**config.mk**
```make
export PLATFORM = sky130hd
export DESIGN_NAME = car_alarm_multizone
export DESIGN_NICKNAME = d
export VERILOG_FILES = /design/src/rtl/car_alarm_multizone.sv
export SDC_FILE = /design/constraint.sdc
export NUM_CORES = 1
export LEC_CHECK = 0
export BUFFER_PORTS_ARGS = -buffer_cell sky130_fd_sc_hd__buf_2
export CAP_MARGIN = 20
export CORE_MARGIN = 1
export CORE_UTILIZATION = 45
export DETAILED_ROUTE_END_ITERATION = 16
export PLACE_DENSITY = 0.7
export SLEW_MARGIN = 40
export SYNTH_ARGS = -nofsm -noshare
export SYNTH_HDL_FRONTEND = slang
export SYNTH_SLANG_ARGS = --single-unit
```
**constraint.sdc**
```tcl
create_clock -name clock -period 2.2 [get_ports clock]
set_input_delay 0.33 -clock clock [delete_from_list [all_inputs] [get_ports clock]]
set_output_delay 0.33 -clock clock [all_outputs]
set_load 0.01 [all_outputs]
```
**src/rtl/car_alarm_multizone.sv**
```systemverilog
// rtl/car_alarm_multizone.sv - multizone car alarm: entry/arm/hold timers in divided ticks, zone latch, trip counter
module car_alarm_multizone #(
    parameter int NUM_DOORS         = 4,
    parameter int TICK_DIV          = 4,
    parameter int TIMER_W           = 4,
    parameter int T_ARM_DELAY       = 6,
    parameter int T_DRIVER_DELAY    = 8,
    parameter int T_PASSENGER_DELAY = 15,
    parameter int T_ALARM_ON        = 10,
    parameter int COUNT_W           = 8
) (
    input  logic                 clock,
    input  logic                 systemReset,
    input  logic                 ignition,
    input  logic                 brake,
    input  logic                 hidden,
    input  logic [NUM_DOORS-1:0] door,
    output logic                 fuelPumpPower,
    output logic                 statusIndicator,
    output logic                 siren,
    output logic [NUM_DOORS-1:0] alarm_zone,
    output logic [COUNT_W-1:0]   trip_count
);
    localparam int DIV_W = $clog2(TICK_DIV);

    typedef enum logic [2:0] {
        ARMED, ENTRY, ALARM, HOLD, DIS_ON, DIS_OFF, DIS_DOOR, ARM_WAIT
    } state_t;

    state_t             state, state_nxt;
    logic [TIMER_W-1:0] timer, load_val;
    logic [DIV_W-1:0]   divider;
    logic               load, tick, expired, any_door, trip_inc, led_nxt;

    assign tick     = (divider == DIV_W'(TICK_DIV - 1));
    assign expired  = (timer == '0);
    assign any_door = |door;

    always_ff @(posedge clock or posedge systemReset) begin
        if (systemReset) begin
            state <= ARMED;
        end else begin
            state <= state_nxt;
        end
    end

    // Ignition wins over everything; an open door wins over expiry.
    always_comb begin
        state_nxt = state;
        load      = 1'b0;
        load_val  = '0;
        trip_inc  = 1'b0;
        if (ignition) begin
            state_nxt = DIS_ON;
        end else begin
            case (state)
                ARMED: if (any_door) begin
                    state_nxt = ENTRY;
                    load      = 1'b1;
                    load_val  = door[0] ? TIMER_W'(T_DRIVER_DELAY) : TIMER_W'(T_PASSENGER_DELAY);
                end
                ENTRY: if (expired) begin
                    state_nxt = ALARM;
                    trip_inc  = 1'b1;
                end
                ALARM: if (!any_door) begin
                    state_nxt = HOLD;
                    load      = 1'b1;
                    load_val  = TIMER_W'(T_ALARM_ON);
                end
                HOLD: begin
                    if (any_door)     state_nxt = ALARM;
                    else if (expired) state_nxt = ARMED;
                end
                DIS_ON:  state_nxt = DIS_OFF;
                DIS_OFF: if (door[0]) state_nxt = DIS_DOOR;
                DIS_DOOR: if (!any_door) begin
                    state_nxt = ARM_WAIT;
                    load      = 1'b1;
                    load_val  = TIMER_W'(T_ARM_DELAY);
                end
                ARM_WAIT: begin
                    if (any_door)     state_nxt = DIS_DOOR;
                    else if (expired) state_nxt = ARMED;
                end
                default: state_nxt = ARMED;
            endcase
        end
    end

    // The LED starts dark on entering ARMED and then blinks on each tick.
    always_comb begin
        led_nxt = statusIndicator;
        case (state_nxt)
            ENTRY, ALARM, HOLD, ARM_WAIT: led_nxt = 1'b1;
            DIS_ON, DIS_OFF, DIS_DOOR:    led_nxt = 1'b0;
            default: led_nxt = (state != ARMED) ? 1'b0 : (tick ? ~statusIndicator : statusIndicator);
        endcase
    end

    always_ff @(posedge clock or posedge systemReset) begin
        if (systemReset) begin
            timer           <= '0;
            divider         <= '0;
            alarm_zone      <= '0;
            trip_count      <= '0;
            siren           <= 1'b0;
            fuelPumpPower   <= 1'b0;
            statusIndicator <= 1'b0;
        end else begin
            if (load) begin
                timer   <= load_val;
                divider <= '0;
            end else begin
                divider <= tick ? '0 : divider + 1'b1;
                if (tick && !expired) timer <= timer - 1'b1;
            end
            if (ignition) begin
                alarm_zone <= '0;
            end else if (state == ENTRY || state == ALARM || state == HOLD) begin
                alarm_zone <= alarm_zone | door;
            end
            if (trip_inc && trip_count != '1) trip_count <= trip_count + 1'b1;
            siren           <= (state_nxt == ALARM) || (state_nxt == HOLD);
            statusIndicator <= led_nxt;
            if (!ignition)           fuelPumpPower <= 1'b0;
            else if (hidden && brake) fuelPumpPower <= 1'b1;
        end
    end
endmodule

```
==> summary.txt, run 1 <==
Power
  – Internal power: between 700 and 800 uW
  – Worst VDD drop: about 0.84 mV
  – Sw Pwr: 286 uW
  – Leak Pwr: ~0.00071 uW
  – Pwr/cell area: 720 nW/um2
  – Reg power frac: 0.504
  – Comb pwr share: 0.192
  – Clock share of power: 0.304
  – Switching Share: 0.268

Worst setup path
  – Worst R2R Path Depth: 7
  – Critical path endpoint category: flip-flop
  – CP max FO: 6
  – Crit path launch type: flip-flop
  – Reg2Reg Setup Slack: 0.18 ns
  – Data arrival, critical path: 2.29 ns
  – Critical R2R Capture: statusIndicator
  – WP data required: approximately 2.5 ns
  – Worst r2r src: timer[0]
  – CP Class: flip-flop to flip-flop

Synthesis
  – Mapped Area: 1300 um2
  – Yosys top cell by area: dfrtp_1
  – Sequential element share of the synthesized area: 0.462
  – Syn_nets: ~140
  – Post-synth top area share: 0.462
  – Syn avg cell area: between 10 and 15 um2
  – Synth Register Bits: 24
  – Share of flip-flops with an asynchronous set or reset: 1.00
  – Commonest cells in the netlist: dfrtp_1 (24), a21oi_1 (12), nor2_1 (11)
  – Largest cells by area after synthesis: dfrtp_1 (46%), a21oi_1 (4.6%), xnor2_1 (3.4%)
  – Post-synthesis instance total: about 130
  – Count leader, synth: dfrtp_1
  – Ys flop type: dfrtp_1
  – Number of synthesized flops with an enable pin: 0
  – YS warnings: 0
  – Synth unique cells: between 40 and 50

Cells and area
  – Inserted Diodes: 0
  – Layout cells sized above 1: 0.320
  – Area Overhead vs Synth: 13.8%
  – Finished Layout Cells: between 150 and 200
  – # nets final: ~160

Floorplan
  – Die ar.: 3110 um2
  – Die Wd: 55.8 um
  – Starting Density: 0.472
  – Top Ports: 24
  – Die H: 55.8 um
  – Core area: 2760 um2
  – # rows: 19

Route
  – Number of DRC markers in iteration 0: 55
  – DR vias: 1043
  – Final ANT Viol Nets: 0
  – Drt pass-1 iters: 4
  – Remaining DRCs: 0
  – Via density per instance: 5.76
  – Routed wire length: 2480 um
  – Drt wl/cell: 13.7 um

Global route
  – Initial antenna violation count: 0
  – Largest net degree at the start of global routing: 25
  – Number of global-route vias before repair: between 900 and 1000
  – First-pass GRT wire length: between 4000 and 5000 um
  – Overflow after GRT: 0
  – Gr usage total: 0.176

Timing
  – Fmax: 0.496 GHz
  – Worst-Margin Slew: 0.450 ns
  – Final cycle utilization of the critical path: 0.917
  – Final hold vios: 0
  – RSZ-0062 raised after global routing: no
  – Final worst-path setup slack: 0.183 ns
  – Tmin final: 2.02 ns
  – Clk_skew: 0.00268 ns
  – Max-Slew Margin vs Limit: 0.696
  – Setup TNS: 0 ns
  – Final Max Tran Viols: 0
  – Setup violations, final: 0

Clock network
  – Root buf cell: clkbuf_4
  – Clock latency on the worst-skew pair: 0.32 ns
  – Htree depth: 1
  – Resized Gates After CTS: 0
  – CTS hold repair buffers: 0
  – Cts bufs inserted: 3
  – CTS tree: built
  – Worst-case clock buffer depth: 2
  – Clock Sink Count: 24
  – Setup Fix Bufs, Post-CTS: 0
  – Clock Pin Slew Worst Setup and Hold Paths: 0.13 ns

Run status
  – Status: finished, final reports clean

Placed design
  – Pre-CTS setup slack: 0.266 ns
  – I/O Buffers: 23
  – GPL Wtd Cong: 0.797
  – Post-DP HPWL: 1830 um
  – Cell Count Post-Placement: roughly 180

Min path
  – Worst hold path class: input pin to asynchronous set/reset pin

Flow run
  – # Max-Cap Violations: 0
-- logic make-up (layout without fill, tap and decap cells) --
family	after synthesis	count (layout)	synth area share
multiplexers	3	3	0.0260
AO/OA/AOI/OAI	27	27	0.158
AND/OR/NAND/NOR	50	50	0.229
XOR/XNOR	7	7	0.0471
adder cells (fa/ha/maj)	3	3	0.0288
flip-flops	24	24	0.462
buffers and inverters	12	36	0.0500
-- worst max-delay path by stage --
| stage | startpoint | endpoint | slack (ns) | cells after the start |
|---|---|---|---|---|
| finish | timer[0] | statusIndicator | 0.18 | 7 |
| global route | timer[0] | statusIndicator | 0.06 | 7 |
| CTS | timer[0] | statusIndicator | 0.25 | 7 |
| detailed placement | timer[0] | statusIndicator | 0.27 | 7 |
| global placement | door[0] | timer[3] | 0.31 | 6 |
| floorplan | timer[0] | trip_count[4] | 0.49 | 7 |
-- metal layers --
layer / global-route usage / vias to the layer above / routed length [um]
met4: 0.0679 / 0 / 25
met1: 0.234 / 504 / 1140
li1: - / 497 / -
met3: 0.0488 / 4 / 137
met5: 0 / - / 0
met2: 0.275 / 38 / 1180
-- flip-flops by register name, indices dropped and copies added (netlist names) --
signal / count
state: 3
fuelPumpPower: 1
siren: 1
divider: 2
timer: 4
trip_count: 8
statusIndicator: 1
alarm_zone: 4
-- power groups by stage --
stage / sequential, uW / clock (uW) / combinational (uW)
after floorplan: 531 / 0 / 169
after global placement: 543 / 0 / 197
after detailed placement: 545 / 0 / 207
after CTS: 536 / 332 / 207
after global routing: 545 / 345 / 235
final: 537 / 324 / 204
-- area by class of cell --
class / instances / area [um2]
fillers: 267 / 1280
repair buffers: 24 / 123
flip-flops and latches: 24 / 601
clock buffers: 3 / 22.5
multi-input cells: 90 / 636
inverters: 8 / 30.0
clock inverters: 1 / 30.0
well taps: 31 / 38.8
-- worst max-delay path, stage by stage, from the launching register on --
cell,delay [ns]
dfrtp_1,0.43
inv_1,0.07
ha_1,0.24
nor4b_1,0.42
a21oi_1,0.10
o41ai_2,0.37
o21ba_2,0.21
o22a_1,0.12
-- metrics by stage --
stage / total power [uW] / utilization / cell area, um2 / hold WS [ns]
2_1_floorplan: 700 / - / 1300 / 0.345
3_3_place_gp: 740 / 0.518 / 1430 / 0.390
3_5_place_dp: 752 / 0.518 / 1430 / 0.394
4_1_cts: 1080 / 0.537 / 1480 / 0.0250
5_1_grt: 1130 / 0.537 / 1480 / 0.0322
6_report: 1070 / 0.537 / 1480 / 0.0164
-- cells in the final DEF, fill, tap and decap left out, types with 2 or more instances in the layout --
master / synthesis / layout
nor2b_1: 2 / 2
buf_2: 0 / 23
and2_1: 2 / 2
or2_2: 3 / 3
nand2_1: 5 / 5
xor2_1: 2 / 2
mux2_2: 3 / 3
ha_1: 3 / 3
inv_1: 8 / 8
o21ai_0: 2 / 2
nand4_1: 4 / 4
dfrtp_1: 24 / 24
a21oi_1: 12 / 12
and3_1: 2 / 2
xnor2_1: 5 / 5
a31oi_1: 2 / 2
clkbuf_4: 0 / 3
nor3_1: 7 / 7
nor2_1: 11 / 11
o21ba_2: 2 / 2
nand3_1: 3 / 3
Power figures use the tool's default switching activity.
==> inputs of run 2 (changes only) <==
--- a/config.mk
+++ b/config.mk
@@ -5,12 +5,13 @@
 export SDC_FILE = /design/constraint.sdc
 export NUM_CORES = 1
 export LEC_CHECK = 0
+export ABC_AREA = 1
 export BUFFER_PORTS_ARGS = -buffer_cell sky130_fd_sc_hd__buf_2
 export CAP_MARGIN = 20
 export CORE_MARGIN = 1
 export CORE_UTILIZATION = 45
 export DETAILED_ROUTE_END_ITERATION = 16
-export PLACE_DENSITY = 0.7
+export PLACE_DENSITY = 0.69
 export SLEW_MARGIN = 40
 export SYNTH_ARGS = -nofsm -noshare
 export SYNTH_HDL_FRONTEND = slang
==> summary.txt, run 2 <==
Worst setup path
  – Critical path endpoint category: flip-flop
  – Data arrival, critical path: 1.74 ns (-0.55 ns)
  – CP max FO: 8 (+2)
  – Crit path launch type: flip-flop
  – CP Class: flip-flop to flip-flop
  – Crit-path max cell delay: 0.46 ns (+0.03 ns)
  – Delay-heaviest family, CP: simple AND/OR/NAND/NOR gates
  – Crit-path cells: ha_1 -> inv_1 -> nor2_1 -> nand4_1 -> nand3_4 -> nor2_4 -> nand2_1 -> nand2_1 -> nand2_1
  – WP data required: 2.41 ns (-0.06 ns)
  – Worst path bufs/invs: 1 (unchanged)
  – Crit-path slowest cell: dfrtp_1
  – CP most frequent cell: nand2_1

Cells and area
  – Layout cells sized above 1: 0.208 (-0.112)
  – Biggest register: trip_count
  – Number of flip-flops in the largest register: 8 (unchanged)
  – Commonest non-fill, non-tap cell in the layout: nand2_1
  – Multi-input logic area: 672 um2 (+5.7%)
  – Fin area: 1560 um2 (+5.7%)
  – # nets final: 216 (+33%)
  – Finished Core Util: 0.548 (+0.0115)
  – FF+latch area: 601 um2 (unchanged)
  – Largest registers: trip_count: 8 flops, alarm_zone: 4 flops, timer: 4 flops
  – Most frequent cells in the layout: nand2_1 (58), inv_1 (26), dfrtp_1 (24)
  – Inserted Diodes: 0 (unchanged)
  – Area Overhead vs Synth: 12.4%
  – Fill cell count: 275 (+3.0%)
  – Finished Layout Cells: 233 (+29%)

Timing
  – Clk_skew: 0.00116 ns (-0.00152 ns)
  – Worst-Margin Slew: 0.374 ns (-0.0759 ns)
  – Fmax: 0.656 GHz (+32%)
  – Tmin final: 1.52 ns (-0.493 ns)
  – Setup TNS: 0 ns (unchanged)
  – Final hold vios: 0 (unchanged)
  – Final Max Tran Viols: 0 (unchanged)
  – Max-Slew Margin vs Limit: 0.751 (+0.0548)
  – RSZ-0062 raised after global routing: no
  – Final cycle utilization of the critical path: 0.693 (-0.224)
  – Setup violations, final: 0 (unchanged)

Global route
  – Initial antenna violation count: 0 (unchanged)
  – Gr usage total: 0.174 (-0.00220)
  – Overflow after GRT: 0 (unchanged)
  – First-pass GRT wire length: 4440 um (+3.2%)
  – Number of global-route vias before repair: 1077 (+9.9%)
  – Largest net degree at the start of global routing: 25 (unchanged)

Clock network
  – CTS hold repair buffers: 0 (unchanged)
  – Clock Sink Count: 24 (unchanged)
  – Clock latency on the worst-skew pair: 0.30 ns (-0.02 ns)
  – Worst-case clock buffer depth: 2 (unchanged)
  – Setup Fix Bufs, Post-CTS: 0 (unchanged)
  – Resized Gates After CTS: 0 (unchanged)
  – Root buf cell: clkbuf_4
  – Htree depth: 1 (unchanged)
  – Cts bufs inserted: 3 (unchanged)
  – Clock Pin Slew Worst Setup and Hold Paths: 0.12 ns (about the same)
  – CTS tree: built

Power
  – Worst VDD drop: 0.464 mV (-45%)
  – Pwr/cell area: 726 nW/um2 (+0.80%)
  – Power Total: 1130 uW (+6.5%)
  – Leak Pwr: 0.000941 uW (+33%)

Route
  – DR vias: 1186 (+14%)
  – Drt pass-1 iters: 13 (+9)
  – Number of DRC markers in iteration 0: 37 (-33%)
  – Routed wire length: 2570 um (+3.3%)
  – Final ANT Viol Nets: 0 (unchanged)
  – Drt wl/cell: 11.0 um (-20%)
  – Via density per instance: 5.09 (-12%)
  – Remaining DRCs: 1 (+1)

Synthesis
  – Yosys top cell by area: dfrtp_1
  – Number of synthesized flops with an enable pin: 0 (unchanged)
  – Synth unique cells: 28 (-32%)
  – Largest cells by area after synthesis: dfrtp_1 (43%), nand2_1 (16%), inv_1 (7.0%)
  – Syn_nets: 189 (+37%)
  – Mapped Area: 1390 um2 (+6.9%)
  – Post-synthesis instance total: 177 (+40%)
  – Sequential element share of the synthesized area: 0.432 (-0.0299)
  – Share of flip-flops with an asynchronous set or reset: 1.00 (unchanged)
  – Commonest cells in the netlist: nand2_1 (58), inv_1 (26), dfrtp_1 (24)
  – Synth Register Bits: 24 (unchanged)
  – Count leader, synth: nand2_1
  – Post-synth top area share: 0.432 (-0.0299)
  – YS warnings: 0 (unchanged)
  – Syn avg cell area: 7.86 um2 (-24%)
  – Ys flop type: dfrtp_1

Floorplan
  – Top Ports: 24 (unchanged)
  – Starting Density: 0.488 (+0.0158)
  – Die H: 57.6 um (+3.3%)
  – Die Wd: 57.6 um (+3.3%)
  – Die ar.: 3320 um2 (+6.7%)
  – # rows: 19 (unchanged)
  – Core area: 2850 um2 (+3.4%)

Run status
  – Failing checks: DRC
  – Status: finished with violations

Placed design
  – Post-DP HPWL: 1920 um (+5.0%)
  – GPL Wtd Cong: 0.872 (+9.5%)
  – Cell Count Post-Placement: 230 (+30%)
  – Area after DPL: 1540 um2 (+8.0%)
  – I/O Buffers: 23 (unchanged)

Min path
  – Worst hold path class: input pin to asynchronous set/reset pin

Flow run
  – # Max-Cap Violations: 0 (unchanged)
run 2: changes by cell type after synthesis, moves of 5 or more:
cell and delta:
nand2_1 +53, inv_1 +18, a21oi_1 -7, xor2_1 +6, nor2_1 +5, nor3_1 -5
run 2: through the flow:
step | hold slack, ns | setup slack (ns)
after detailed placement | 0.395 | 0.683
after floorplan | 0.345 | 0.780
final | 0.0430 | 0.676
after CTS | 0.0475 | 0.665
after global placement | 0.382 | 0.732
after global routing | 0.0643 | 0.568
run 2: final timing paths:
| check | from | endpoint | slack, ns | depth (start not counted) |
|---|---|---|---|---|
| min | systemReset | alarm_zone[0] | 0.04 | 3 |
| min reg2reg | fuelPumpPower | fuelPumpPower | 0.50 | 2 |
| max in group asynchronous | systemReset | timer[0] | 1.93 | 3 |
| max | trip_count[0] | trip_count[7] | 0.68 | 9 |
| max reg2reg | trip_count[0] | trip_count[7] | 0.68 | 9 |
| min in group clock | brake | fuelPumpPower | 0.25 | 3 |
run 2: layout make-up:
type,instances,area share
timing repair buffer,24,0.0784
multi-input combinational,123,0.430
sequential,24,0.384
inverter,28,0.0688
tap,31,0.0248
clock buffer,3,0.0144
run 2: power by group:
part / switching [uW] / total [uW] / internal [uW] / leakage (uW)
Combinational: 244 / 404 / 161 / 0.000613
Sequential: 45.8 / 545 / 500 / 0.000314
Clock: 121 / 185 / 64.0 / 0.0000138
Total: 410 / 1130 / 724 / 0.000941
run 2: tightest hold or removal path: stages:
cell   delay, ns
buf_2       0.09
inv_1       0.04
buf_4       0.29
run 2: cells by family (layout without fill, tap and decap cells):
logic type | count (synthesis) | after routing | share of synthesized area
and+or+nand+nor | 99 | 99 | 0.332
buffers and inverters | 30 | 55 | 0.0854
DFF | 24 | 24 | 0.432
AOI/OAI and AO/OA | 12 | 12 | 0.0675
xor gates and xnor gates | 9 | 9 | 0.0567
adders and majority gates | 3 | 3 | 0.0270
run 2: routing by layer:
layer | vias to the layer above | routed length, um | GRT usage
met5 | - | 0 | 0
met4 | 0 | 51 | 0.0767
met3 | 7 | 123 | 0.0249
met2 | 44 | 1230 | 0.299
met1 | 544 | 1170 | 0.217
li1 | 591 | - | -
==> inputs of run 3 (changes only) <==
==> constraint.sdc (replaced) <==
create_clock -name clock -period 1.5 [get_ports clock]
set_input_delay 0.225 -clock clock [delete_from_list [all_inputs] [get_ports clock]]
set_output_delay 0.225 -clock clock [all_outputs]
set_load 0.01 [all_outputs]
==> summary.txt, run 3 (synthesized netlist as in run 2, its figures left out) <==
Clock network
  – Clock Sink Count: 24 (unchanged)
  – Root buf cell: clkbuf_4
  – Htree depth: 1 (unchanged)
  – Cts bufs inserted: 3 (unchanged)
  – Clock latency on the worst-skew pair: 0.33 ns (+0.03 ns)
  – CTS tree: built
  – Clock Pin Slew Worst Setup and Hold Paths: 0.13 ns (about the same)
  – Worst-case clock buffer depth: 2 (unchanged)

Cells and area
  – Inserted Diodes: 0 (unchanged)
  – Commonest non-fill, non-tap cell in the layout: nand2_1
  – Area Overhead vs Synth: 21.0%
  – Number of flip-flops in the largest register: 8 (unchanged)
  – Biggest register: trip_count
  – Largest registers: trip_count: 8 flops, alarm_zone: 4 flops, timer: 4 flops
  – # nets final: 224 (+3.7%)
  – Most frequent cells in the layout: nand2_1 (58), inv_1 (23), dfrtp_1 (23), buf_2 (23), nor2_1 (14)
  – Layout cells sized above 1: 0.275 (+0.0670)
  – Fin area: 1680 um2 (+7.7%)

Timing
  – Final cycle utilization of the critical path: 0.972 (+0.279)
  – Setup violations, final: 0 (unchanged)
  – Setup TNS: 0 ns (unchanged)
  – Tmin final: 1.46 ns (-0.0662 ns)
  – Final hold vios: 0 (unchanged)
  – Fmax: 0.686 GHz (+4.5%)
  – Worst-Margin Slew: 0.298 ns (-0.0759 ns)
  – Final Max Tran Viols: 0 (unchanged)
  – Max-Slew Margin vs Limit: 0.801 (+0.0506)
  – RSZ-0062 raised after global routing: yes
  – Clk_skew: 0.00321 ns (+0.00205 ns)

Worst setup path
  – Crit-path cells: inv_2 -> ha_4 -> nand2_4 -> nor2_4 -> nand3_4 -> nor2_4 -> nand2_1 -> nand2_1 -> nand2_1
  – CP most frequent cell: nand2_1
  – CP max FO: 8 (unchanged)
  – Critical path endpoint category: flip-flop
  – WP data required: 1.74 ns (-0.67 ns)
  – Data arrival, critical path: 1.69 ns (-0.05 ns)
  – CP Class: flip-flop to flip-flop
  – Worst path bufs/invs: 1 (unchanged)
  – Crit-path max cell delay: 0.43 ns (-0.03 ns)
  – Delay-heaviest family, CP: simple AND/OR/NAND/NOR gates
  – Crit path launch type: flip-flop
  – Crit-path slowest cell: dfrtp_1

Run status
  – Status: finished with violations
  – Failing checks: DRC

Floorplan
  – # rows: 19 (unchanged)
  – Top Ports: 24 (unchanged)
  – Starting Density: 0.488 (unchanged)
  – Die ar.: 3320 um2 (unchanged)
  – Die H: 57.6 um (unchanged)
  – Core area: 2850 um2 (unchanged)
  – Die Wd: 57.6 um (unchanged)

Placed design
  – GPL Wtd Cong: 0.877 (+0.49%)
  – I/O Buffers: 23 (unchanged)
  – Area after DPL: 1560 um2 (+0.97%)
  – Post-DP HPWL: 1980 um (+3.2%)

Route
  – Drt wl/cell: 11.6 um (+5.3%)
  – Routed wire length: 2810 um (+9.4%)
  – Drt pass-1 iters: 10 (-3)
  – Number of DRC markers in iteration 0: 36 (-2.7%)
  – DR vias: 1212 (+2.2%)
  – Final ANT Viol Nets: 0 (unchanged)
  – Via density per instance: 5.01 (-1.6%)
  – Remaining DRCs: 2 (+1)

Min path
  – Worst hold path class: input pin to flip-flop

Global route
  – Initial antenna violation count: 0 (unchanged)
  – First-pass GRT wire length: 4510 um (+1.6%)
  – Largest net degree at the start of global routing: 25 (unchanged)
  – Number of global-route vias before repair: 1141 (+5.9%)
  – Gr usage total: 0.178 (+0.00398)
  – Overflow after GRT: 0 (unchanged)

Power
  – Internal power: 1180 uW (+64%)
  – Pwr/cell area: 1110 nW/um2 (+54%)
  – Sw Pwr: 693 uW (+69%)
  – Switching Share: 0.369 (+0.00728)
  – Leak Pwr: 0.000994 uW (+5.6%)
  – Comb pwr share: 0.382 (+0.026)
  – Worst VDD drop: 0.627 mV (+35%)
  – Reg power frac: 0.430 (-0.051)
  – Clock share of power: 0.188 (+0.025)

Flow run
  – # Max-Cap Violations: 0 (unchanged)
## run 3: cell types whose count changed in the layout (fill, tap and decap cells not counted), moves of 2 or more
cell / delta
nor2_1: -2
inv_2: +3
ha_1: -2
buf_4: +6
inv_1: -3
## run 3: final cells by class
type                            instances  area (um2)
Clock buffer                            4        36.3
Sequential cell                        24         602
Inverter                               28         108
Multi-Input combinational cell        123         702
Tap cell                               31        38.8
Timing Repair Buffer                   32         198
Fill cell                             261        1170
## run 3: power groups by stage
stage	clock network, uW	logic (uW)	registers (uW)
floorplan	0	507	795
global placement	0	582	811
detailed placement	0	608	814
CTS	364	616	803
global route	384	847	817
finish	354	717	807
## run 3: layer usage
metal	wire (um)	share of wire	track usage
met5	0	0	0
met1	1250	0.45	0.212
met3	111	0.040	0.0272
met2	1390	0.49	0.314
met4	59	0.021	0.0836
## run 3: per-stage QoR
step	hold WS, ns	cells	worst slack, ns	power, uW	util
final	0.125	242	0.0427	1880	0.590
after detailed placement	0.290	232	-0.00163	1420	0.546
after global placement	0.274	232	0.0759	1390	0.546
after CTS	0.122	237	0.000460	1780	0.563
after floorplan	0.240	177	0.0802	1300	-
after global routing	0.133	242	-0.0542	2050	0.590
## run 3: worst reg2reg max path: cells and delay by family, from the launching register on
kind                     cells  cell delay, ns
adder cells (fa/ha/maj)      1            0.16
flip-flops                   1            0.43
buffers and inverters        1            0.08
AND/OR/NAND/NOR              7            0.69
## run 3: worst paths after layout
check                                    from       endpoint  slack (ns)  depth (start not counted)
worst max-delay path                 timer[1]  trip_count[7]        0.04                          9
worst min-delay path                    brake  fuelPumpPower        0.12                          3
worst max register to register       timer[1]  trip_count[7]        0.04                          9
worst min register to register  fuelPumpPower  fuelPumpPower        0.50                          2
max in group asynchronous         systemReset       state[0]        0.79                          4
min in group asynchronous         systemReset  trip_count[0]        0.46                          4
## run 3: timing repair
| action | 4_1_cts | 5_1_grt |
|---|---|---|
| hold buffers | 1 | 0 |
| pin swaps | 0 | 9 |
| endpoints found under the hold margin | 24 | 0 |
| gates resized for setup | 1 | 11 |
| setup endpoints to repair | 1 | 12 |
| setup buffers | 0 | 5 |
